File: src/rtl/bcd_enc_pkg.sv
// Shared types and helpers for the active-low line to BCD code encoder.
// Helpers work on a fixed 32-bit mask; callers size-cast to their own widths.
package bcd_enc_pkg;

    localparam int NLINES_DEF = 10;
    localparam int CODE_W_DEF = 4;
    localparam int MASK_W     = 32;
    localparam int IDX_W      = 5;

    typedef enum logic {
        IDLE    = 1'b0,
        PRESENT = 1'b1
    } state_e;

    // Index of the lowest set bit; 0 when the mask is empty.
    function automatic logic [IDX_W-1:0] lowest_set(input logic [MASK_W-1:0] mask);
        logic [IDX_W-1:0] idx;
        idx = '0;
        for (int i = MASK_W - 1; i >= 0; i--) begin
            if (mask[i]) idx = IDX_W'(i);
        end
        return idx;
    endfunction

    function automatic logic [MASK_W-1:0] onehot(input logic [IDX_W-1:0] code);
        return MASK_W'(1) << code;
    endfunction

endpackage

File: src/rtl/prio_enc_lsb.sv
// Combinational priority encoder: lowest set index wins.
module prio_enc_lsb
    import bcd_enc_pkg::*;
#(
    parameter int W  = NLINES_DEF,
    parameter int IW = CODE_W_DEF
) (
    input  logic [W-1:0]  mask_i,
    output logic [IW-1:0] idx_o,
    output logic          any_o
);

    assign any_o = |mask_i;
    assign idx_o = IW'(lowest_set(MASK_W'(mask_i)));

endmodule

File: src/rtl/bcd_line_encoder.sv
// Captures events on one-cold active-low request lines into a pending mask and
// serialises them as binary codes over valid/ready, lowest index first.
module bcd_line_encoder
    import bcd_enc_pkg::*;
#(
    parameter int NLINES       = NLINES_DEF,
    parameter int CODE_W       = CODE_W_DEF,
    parameter bit EDGE_CAPTURE = 1'b1
) (
    input  logic              clk,
    input  logic              rst_n,
    input  logic [NLINES-1:0] lines_n,
    input  logic              cap_en,
    output logic [CODE_W-1:0] code,
    output logic              code_valid,
    input  logic              code_ready,
    output logic [NLINES-1:0] pending,
    output logic              overflow,
    input  logic              clr_ovf
);

    if (NLINES > (1 << CODE_W)) begin : g_bad_code_w
        $error("bcd_line_encoder: NLINES exceeds 2**CODE_W");
    end
    if (NLINES > MASK_W) begin : g_bad_nlines
        $error("bcd_line_encoder: NLINES exceeds helper mask width");
    end

    logic [NLINES-1:0] lines_q, lines_qq;
    logic [NLINES-1:0] act, act_d, ev_raw, ev, clr;
    logic [NLINES-1:0] pending_q, pending_d;
    logic              ovf_q, ovf_d, ovf_set;
    state_e            state_q, state_d;
    logic [CODE_W-1:0] code_q, code_d;
    logic              valid_q, valid_d;
    logic [CODE_W-1:0] enc_idx;
    logic              enc_any;
    logic              hs;

    // Sample stages reset inactive so a line held low across reset release
    // still produces exactly one edge.
    always_ff @(posedge clk or negedge rst_n) begin
        if (!rst_n) begin
            lines_q  <= '1;
            lines_qq <= '1;
        end else begin
            lines_q  <= lines_n;
            lines_qq <= lines_q;
        end
    end

    assign act    = ~lines_q;
    assign act_d  = ~lines_qq;
    assign ev_raw = EDGE_CAPTURE ? (act & ~act_d) : act;
    assign ev     = cap_en ? ev_raw : '0;

    assign hs  = valid_q & code_ready;
    assign clr = hs ? NLINES'(onehot(IDX_W'(code_q))) : '0;

    // A fresh event on the line being delivered re-arms it rather than overflowing.
    assign pending_d = (pending_q & ~clr) | ev;
    assign ovf_set   = EDGE_CAPTURE && (|(ev & pending_q & ~clr));
    assign ovf_d     = ovf_set ? 1'b1 : (clr_ovf ? 1'b0 : ovf_q);

    prio_enc_lsb #(
        .W  (NLINES),
        .IW (CODE_W)
    ) u_prio (
        .mask_i (pending_q),
        .idx_o  (enc_idx),
        .any_o  (enc_any)
    );

    always_comb begin
        state_d = state_q;
        code_d  = code_q;
        valid_d = valid_q;
        unique case (state_q)
            IDLE: begin
                if (enc_any) begin
                    code_d  = enc_idx;
                    valid_d = 1'b1;
                    state_d = PRESENT;
                end
            end
            PRESENT: begin
                if (code_ready) begin
                    valid_d = 1'b0;
                    state_d = IDLE;
                end
            end
            default: begin
                valid_d = 1'b0;
                state_d = IDLE;
            end
        endcase
    end

    always_ff @(posedge clk or negedge rst_n) begin
        if (!rst_n) begin
            state_q   <= IDLE;
            code_q    <= '0;
            valid_q   <= 1'b0;
            pending_q <= '0;
            ovf_q     <= 1'b0;
        end else begin
            state_q   <= state_d;
            code_q    <= code_d;
            valid_q   <= valid_d;
            pending_q <= pending_d;
            ovf_q     <= ovf_d;
        end
    end

    assign code       = code_q;
    assign code_valid = valid_q;
    assign pending    = pending_q;
    assign overflow   = ovf_q;

endmodule

File: config.mk
export PLATFORM = sky130hd
export DESIGN_NAME = bcd_line_encoder
export DESIGN_NICKNAME = d
export VERILOG_FILES = /design/src/rtl/bcd_enc_pkg.sv /design/src/rtl/prio_enc_lsb.sv /design/src/rtl/bcd_line_encoder.sv
export SDC_FILE = /design/constraint.sdc
export NUM_CORES = 1
export LEC_CHECK = 0
export BUFFER_PORTS_ARGS = -buffer_cell sky130_fd_sc_hd__buf_2
export CAP_MARGIN = 20
export CORE_ASPECT_RATIO = 0.5
export CORE_UTILIZATION = 54
export CTS_CLUSTER_DIAMETER = 50
export CTS_CLUSTER_SIZE = 24
export DETAILED_ROUTE_END_ITERATION = 10
export GPL_ROUTABILITY_DRIVEN = 0
export PLACE_DENSITY = 0.77
export SKIP_LAST_GASP = 1
export SLEW_MARGIN = 15
export SYNTH_ARGS = -nofsm -noshare
export SYNTH_HDL_FRONTEND = slang
export SYNTH_SLANG_ARGS = --single-unit
File: constraint.sdc
create_clock -name clk -period 2 [get_ports clk]
set_clock_uncertainty 0.05 [all_clocks]
set_input_delay 0.4 -clock clk [delete_from_list [all_inputs] [get_ports clk]]
set_output_delay 0.4 -clock clk [all_outputs]
set_load 0.05 [all_outputs]
==> reports/metrics.cfg, run 1 <==
[outcome]
outcome = completed

[logic_synthesis]
postSynthCellCount = 139
synth-main-ff-cell = sky130_fd_sc_hd__dfstp_2
post_synth_num_cell_types = 38
synth_fp_nets = 154
synth-async-reset-ratio_pct = 100.0
yosys_register_bits = 37
post_synth_fa_ha_maj_area_fraction_pct = 0
syn_area_per_cell_sq_um = 11.71
synth.cell_area_sq_um = 1628
synthXorXnorAreaFrac_pct = 0
synth-seq-area-share_pct = 58.42
synth_compound_area_share_pct = 15.45
post_synth_mux_area_share_pct = 0
ys_warn_count = 0
post_synth_simple_gate_area_pct = 20.14
synth_top_family_by_area = simple AND/OR/NAND/NOR gates
synth-edff-count = 0

[cts]
clock_tree.root_cell = sky130_fd_sc_hd__clkbuf_8
h-tree-depth = 2
cts_buffers = 5
path_clk_slew_ns = 0.07
worst_skew_pair.late_latency_ns = 0.28
tritoncts_clock_tree = yes
post_cts_resize_count = 0
cts_max_path_buffers = 2
cts_hold_buffers = 0
clkSinkCount = 37
post-cts-setup-buffers = 0

[final_layout]
area_growth_syn_to_layout_pct = 15.76
antenna_diode_instance_count = 0
layout.core_utilization_pct = 69.37
layoutNonFillerInstCount = 209
layout_nets = 187
proportion_of_layout_cells_with_a_drive_suffix_above_1_pct = 37.21

[critical_path]
critical_path_class = reg2out
max_incr_delay_on_cp_ns = 0.63
critical_path.n_buffers_inverters = 1
critical_path_required_ns = 1.55
crit_slowest_cell = sky130_fd_sc_hd__dfrtp_1
endpoint_kind = primary output
cell_chain_critical_path = buf_2
worstSetupStartpointType = register
worst-path-max-fanout = 12
arrival_time_at_the_worst_endpoint_ns = 1.27
critPathTopFamily = flip-flops

[drt]
first_pass_iters = 4
drt-initial-drc-count = 85
dr_total_vias = 1233
drc_errors = 0
detail_route.vias_per_cell = 5.900
drtAntennaViolNets = 0
routed_wire_length_per_instance_um = 16.02
detail_route.wirelength_um = 3349

[floorplanning]
die-area_sq_um = 3252
row_count = 13
initial_core_util_pct = 59.93
core_region_area_sq_um = 2716
fp.dieH_um = 40.83
die_w_um = 79.65
boundaryPins = 31

[sta]
timing.max_slew.rel_slack_pct = 69.17
timing.final.crit_share_pct = 86.00
final_period_minus_worst_setup_slack_ns = 1.720
report.final.setup_viol = 0
tightestPinTransition_ns = 0.4625
report.final.slew_viol_count = 0
setup_tns_ns = 0
grt_setup_unrepaired = false
maximum_clock_rate_mhz = 581.4
timing.final.hold_violations = 0

[global_routing]
largest_net_degree_at_the_start_of_global_routing = 38
grt.met3_usage_pct = 7.556
grt_usage_pct = 23.55
grtUsageMet2_pct = 38.25
grt.overflow.total = 0
initial_antenna_violation_count = 0
globalRoute.busiestLayer = met2
first_global_vias = 1108
grt_pass1_wl_um = 5292
globalRouteMet1Util_pct = 30.43

[pwr]
power_density_nw_per_um2 = 1015
max-vdd-ir-drop_mv = 0.6028
leakage_dissipation_nw = 0.8016
post_layout_total_power_mw = 1.912

[min_path]
hold_path.class = in2async

[placed_design]
dpl.cell_count = 202
hpwl_after_detailed_placement_um = 2352
placement.io_buffers = 30

[flow_run]
cap_violations = 0

synthesized netlist by cell type, drive strengths merged (2+ instances only):
library cell	instances	area (sq um)
o211ai	2	15.01
nand2	9	33.78
nand4	3	18.77
nand4b	7	61.31
nand3b	2	15.01
dfstp	20	525.5
and4	2	17.52
a31o	2	17.52
o21ai	3	15.01
nand3	7	35.03
nor4	2	42.54
a31oi	3	40.04
dfrtp	17	425.4
inv	15	56.30
nor2	10	37.54
a32o	6	60.06
buf	6	41.28
a21oi	8	40.04
layer usage:
metal / wire [um] / up-vias
met5: 0 / -
met4: 20 / 0
met3: 141 / 2
met2: 1555 / 26
met1: 1631 / 634
li1: - / 571
through the flow:
stage	setup WS [ns]	hold WS, ns	cell area, sq um
after floorplan	0.2377	0.05441	1628
after global placement	0.3397	0.3044	1798
after CTS	0.2904	0.1037	1884
after global routing	0.1958	0.1227	1884
final	0.2800	0.09823	1884
after detailed placement	0.2693	0.3063	1798
worst paths after layout:
kind | start | end | slack (ns) | cells after the start
setup / recovery | code[2] | code[2] | 0.28 | 1
hold / removal | rst_n | pending[4] | 0.1 | 2
setup reg to reg | code[3] | overflow | 0.30 | 4
hold reg to reg | lines_q[3] | lines_qq[3] | 0.31 | 0
max in group asynchronous | rst_n | lines_qq[1] | 1.44 | 2
min in group clk | lines_n[7] | lines_q[7] | 0.17 | 1
registers in the layout, indices dropped and copies added (netlist names):
register    cells
lines_qq       10
lines_q        10
state_q         1
overflow        1
code_valid      1
code            4
pending        10
final cells by class:
| class | count | area [sq um] |
|---|---|---|
| flip-flops and latches | 37 | 950.9 |
| clock buffers | 7 | 86.33 |
| repair buffers | 32 | 165.2 |
| well taps | 37 | 46.29 |
| inverters | 15 | 56.30 |
| multi-input cells | 81 | 579.3 |
| fillers | 213 | 832.0 |
where the power goes:
group	internal, mW	total [mW]	leakage [nW]	switching, mW
Combinational	0.132	0.474	0.367	0.341
Clock	0.273	0.511	0.0443	0.238
Sequential	0.837	0.927	0.390	0.0902
Total	1.24	1.91	0.802	0.669
layout by cell type (no fill, tap or decap), types with 2 or more instances in the layout:
cell type / instances
sky130_fd_sc_hd__nand4b_1: 7
sky130_fd_sc_hd__o211ai_1: 2
sky130_fd_sc_hd__nand4_1: 3
sky130_fd_sc_hd__nor4_4: 2
sky130_fd_sc_hd__dfstp_2: 20
sky130_fd_sc_hd__buf_2: 30
sky130_fd_sc_hd__nor2_1: 10
sky130_fd_sc_hd__nand3_1: 7
sky130_fd_sc_hd__nand2_1: 9
sky130_fd_sc_hd__nand3b_1: 2
sky130_fd_sc_hd__a31o_1: 2
sky130_fd_sc_hd__inv_1: 14
sky130_fd_sc_hd__buf_4: 2
sky130_fd_sc_hd__clkbuf_8: 6
sky130_fd_sc_hd__a21oi_1: 8
sky130_fd_sc_hd__dfrtp_1: 17
sky130_fd_sc_hd__a32o_1: 6
sky130_fd_sc_hd__and4_1: 2
sky130_fd_sc_hd__o21ai_1: 3
cells by family (layout without fill, tap and decap cells):
family,after synthesis,in the layout
compound gates,31,31
simple gates,50,50
flops,37,37
buf+inv,21,54
worst reg2reg max path, cell delays in order (launching register included):
cell	delay, ns
sky130_fd_sc_hd__dfrtp_1	0.44
sky130_fd_sc_hd__and4b_1	0.47
sky130_fd_sc_hd__a31oi_4	0.12
sky130_fd_sc_hd__a2111oi_2	0.36
sky130_fd_sc_hd__nand4_1	0.12
No activity file was read; power rests on OpenSTA's default activity.
==> run 2: changes to the inputs <==
- CORE_UTILIZATION: 54 -> 58
- PLACE_DENSITY: 0.77 -> 0.82
- clock period: 2 -> 2.05 ns (I/O delays scaled with it)
==> run 2 against run 1 <==
  * Count of clock-buffer cells in the layout down 1
  * Combinational power down 9.5%
  * Setup slack better by 0.039 ns
  * Non-clock buffer count down 2
  * Cell area up 1.0%
  * Cell count down 0.48%
  * Register-to-register slack better by 0.02 ns
  * Die area down 6.7%
  * Largest cell class unchanged
  * Largest power group unchanged
  * Highest routed layer unchanged
==> reports/metrics.cfg, run 2 (synthesis gave the netlist of run 1 again) <==
[cts]
tritoncts_clock_tree = yes
post_cts_resize_count = 0
clock_tree.root_cell = sky130_fd_sc_hd__clkbuf_8
cts_hold_buffers = 0
path_clk_slew_ns = 0.07
cts_buffers = 5
cts_max_path_buffers = 2
post-cts-setup-buffers = 0
worst_skew_pair.late_latency_ns = 0.28
h-tree-depth = 2
clkSinkCount = 37

[drt]
dr_total_vias = 1206
drt-initial-drc-count = 93
detail_route.vias_per_cell = 5.798
routed_wire_length_per_instance_um = 15.70
drc_errors = 0
drtAntennaViolNets = 0
first_pass_iters = 4
detail_route.wirelength_um = 3265

[outcome]
outcome = completed

[floorplanning]
initial_core_util_pct = 61.78
die_w_um = 76.92
die-area_sq_um = 3035
row_count = 13
boundaryPins = 31
fp.dieH_um = 39.46
core_region_area_sq_um = 2635

[sta]
report.final.slew_viol_count = 0
timing.final.crit_share_pct = 84.42
setup_tns_ns = 0
hold_slack_ns = 0.1517
fin_ws_ns = 0.3193
maximum_clock_rate_mhz = 577.8
grt_setup_unrepaired = false
final_period_minus_worst_setup_slack_ns = 1.731
timing.final.hold_violations = 0
tightestPinTransition_ns = 0.7825
timing.max_slew.rel_slack_pct = 47.83
report.final.setup_viol = 0

[placed_design]
hpwl_after_detailed_placement_um = 2340
placement.io_buffers = 30
post-place-ws_ns = 0.3369

[critical_path]
critical_path_class = reg2reg
worst-path-max-fanout = 7
critPathTopFamily = simple AND/OR/NAND/NOR gates
arrival_time_at_the_worst_endpoint_ns = 1.83
endpoint_kind = register
worstSetupStartpointType = register
crit_slowest_cell = sky130_fd_sc_hd__and4b_1
critical_path.n_buffers_inverters = 0
max_incr_delay_on_cp_ns = 0.48
cell_chain_critical_path = and4b_1 > a31oi_4 > a2111oi_2 > nand4_1
critical_path_required_ns = 2.15

[pwr]
leakage_dissipation_nw = 0.8047
max-vdd-ir-drop_mv = 0.5174
power_density_nw_per_um2 = 1051

[final_layout]
area_growth_syn_to_layout_pct = 16.91
layout_nets = 185
layout.core_utilization_pct = 72.22
antenna_diode_instance_count = 0
layout.cells.most_common_list = 30 x sky130_fd_sc_hd__buf_2, 20 x sky130_fd_sc_hd__dfstp_2, 17 x sky130_fd_sc_hd__dfrtp_1, 14 x sky130_fd_sc_hd__inv_1, 10 x sky130_fd_sc_hd__nor2_1
final_common_cell = sky130_fd_sc_hd__buf_2
proportion_of_layout_cells_with_a_drive_suffix_above_1_pct = 37.43

[global_routing]
largest_net_degree_at_the_start_of_global_routing = 38
initial_antenna_violation_count = 0
grt.overflow.total = 0
first_global_vias = 1075
grt_pass1_wl_um = 5257
grt_usage_pct = 24.53

[min_path]
hold_path.class = in2async

[flow_run]
cap_violations = 0

-- run 2: worst reg2reg max path, delay by kind of cell (launching register included) --
family / cells / cell delay [ns]
compound gates: 2 / 0.49
flops: 1 / 0.44
simple gates: 2 / 0.62
-- run 2: layout make-up --
| class | instances | area [sq um] |
|---|---|---|
| well taps | 37 | 46.29 |
| clock buffers | 6 | 82.58 |
| inverters | 15 | 56.30 |
| fillers | 209 | 732.0 |
| flip-flops and latches | 37 | 950.9 |
| clock inverters | 2 | 37.54 |
| multi-input cells | 81 | 579.3 |
| repair buffers | 30 | 150.1 |
-- run 2: final timing paths --
| kind | slack, ns | from | endpoint | depth (start not counted) |
|---|---|---|---|---|
| max | 0.32 | code[3] | overflow | 4 |
| min | 0.15 | rst_n | code[2] | 1 |
| max reg2reg | 0.32 | code[3] | overflow | 4 |
| min reg2reg | 0.32 | lines_q[3] | lines_qq[3] | 0 |
| max in group asynchronous | 1.30 | rst_n | pending[1] | 1 |
| min in group clk | 0.17 | lines_n[2] | lines_q[2] | 1 |
-- run 2: layer usage --
layer / vias up / wire length (um) / global-route usage [%]
met4: 0 / 37 / 11.54
met5: - / 0 / 0
li1: 572 / - / -
met1: 601 / 1591 / 31.23
met2: 26 / 1510 / 39.51
met3: 7 / 126 / 7.442
-- run 2: where the power goes --
group	total (mW)	switching [mW]	internal, mW	leakage (nW)
logic	0.429	0.311	0.119	0.357
registers	0.928	0.112	0.816	0.390
clock network	0.642	0.247	0.395	0.0574
total	2.00	0.670	1.33	0.805
-- run 2: through the flow --
| stage | std cells | total power [mW] | instance area, sq um |
|---|---|---|---|
| after floorplan | 139 | 1.241 | 1628 |
| after global placement | 200 | 1.345 | 1783 |
| after detailed placement | 200 | 1.365 | 1783 |
| after CTS | 208 | 2.012 | 1903 |
| after global routing | 208 | 2.081 | 1903 |
| final | 208 | 1.999 | 1903 |
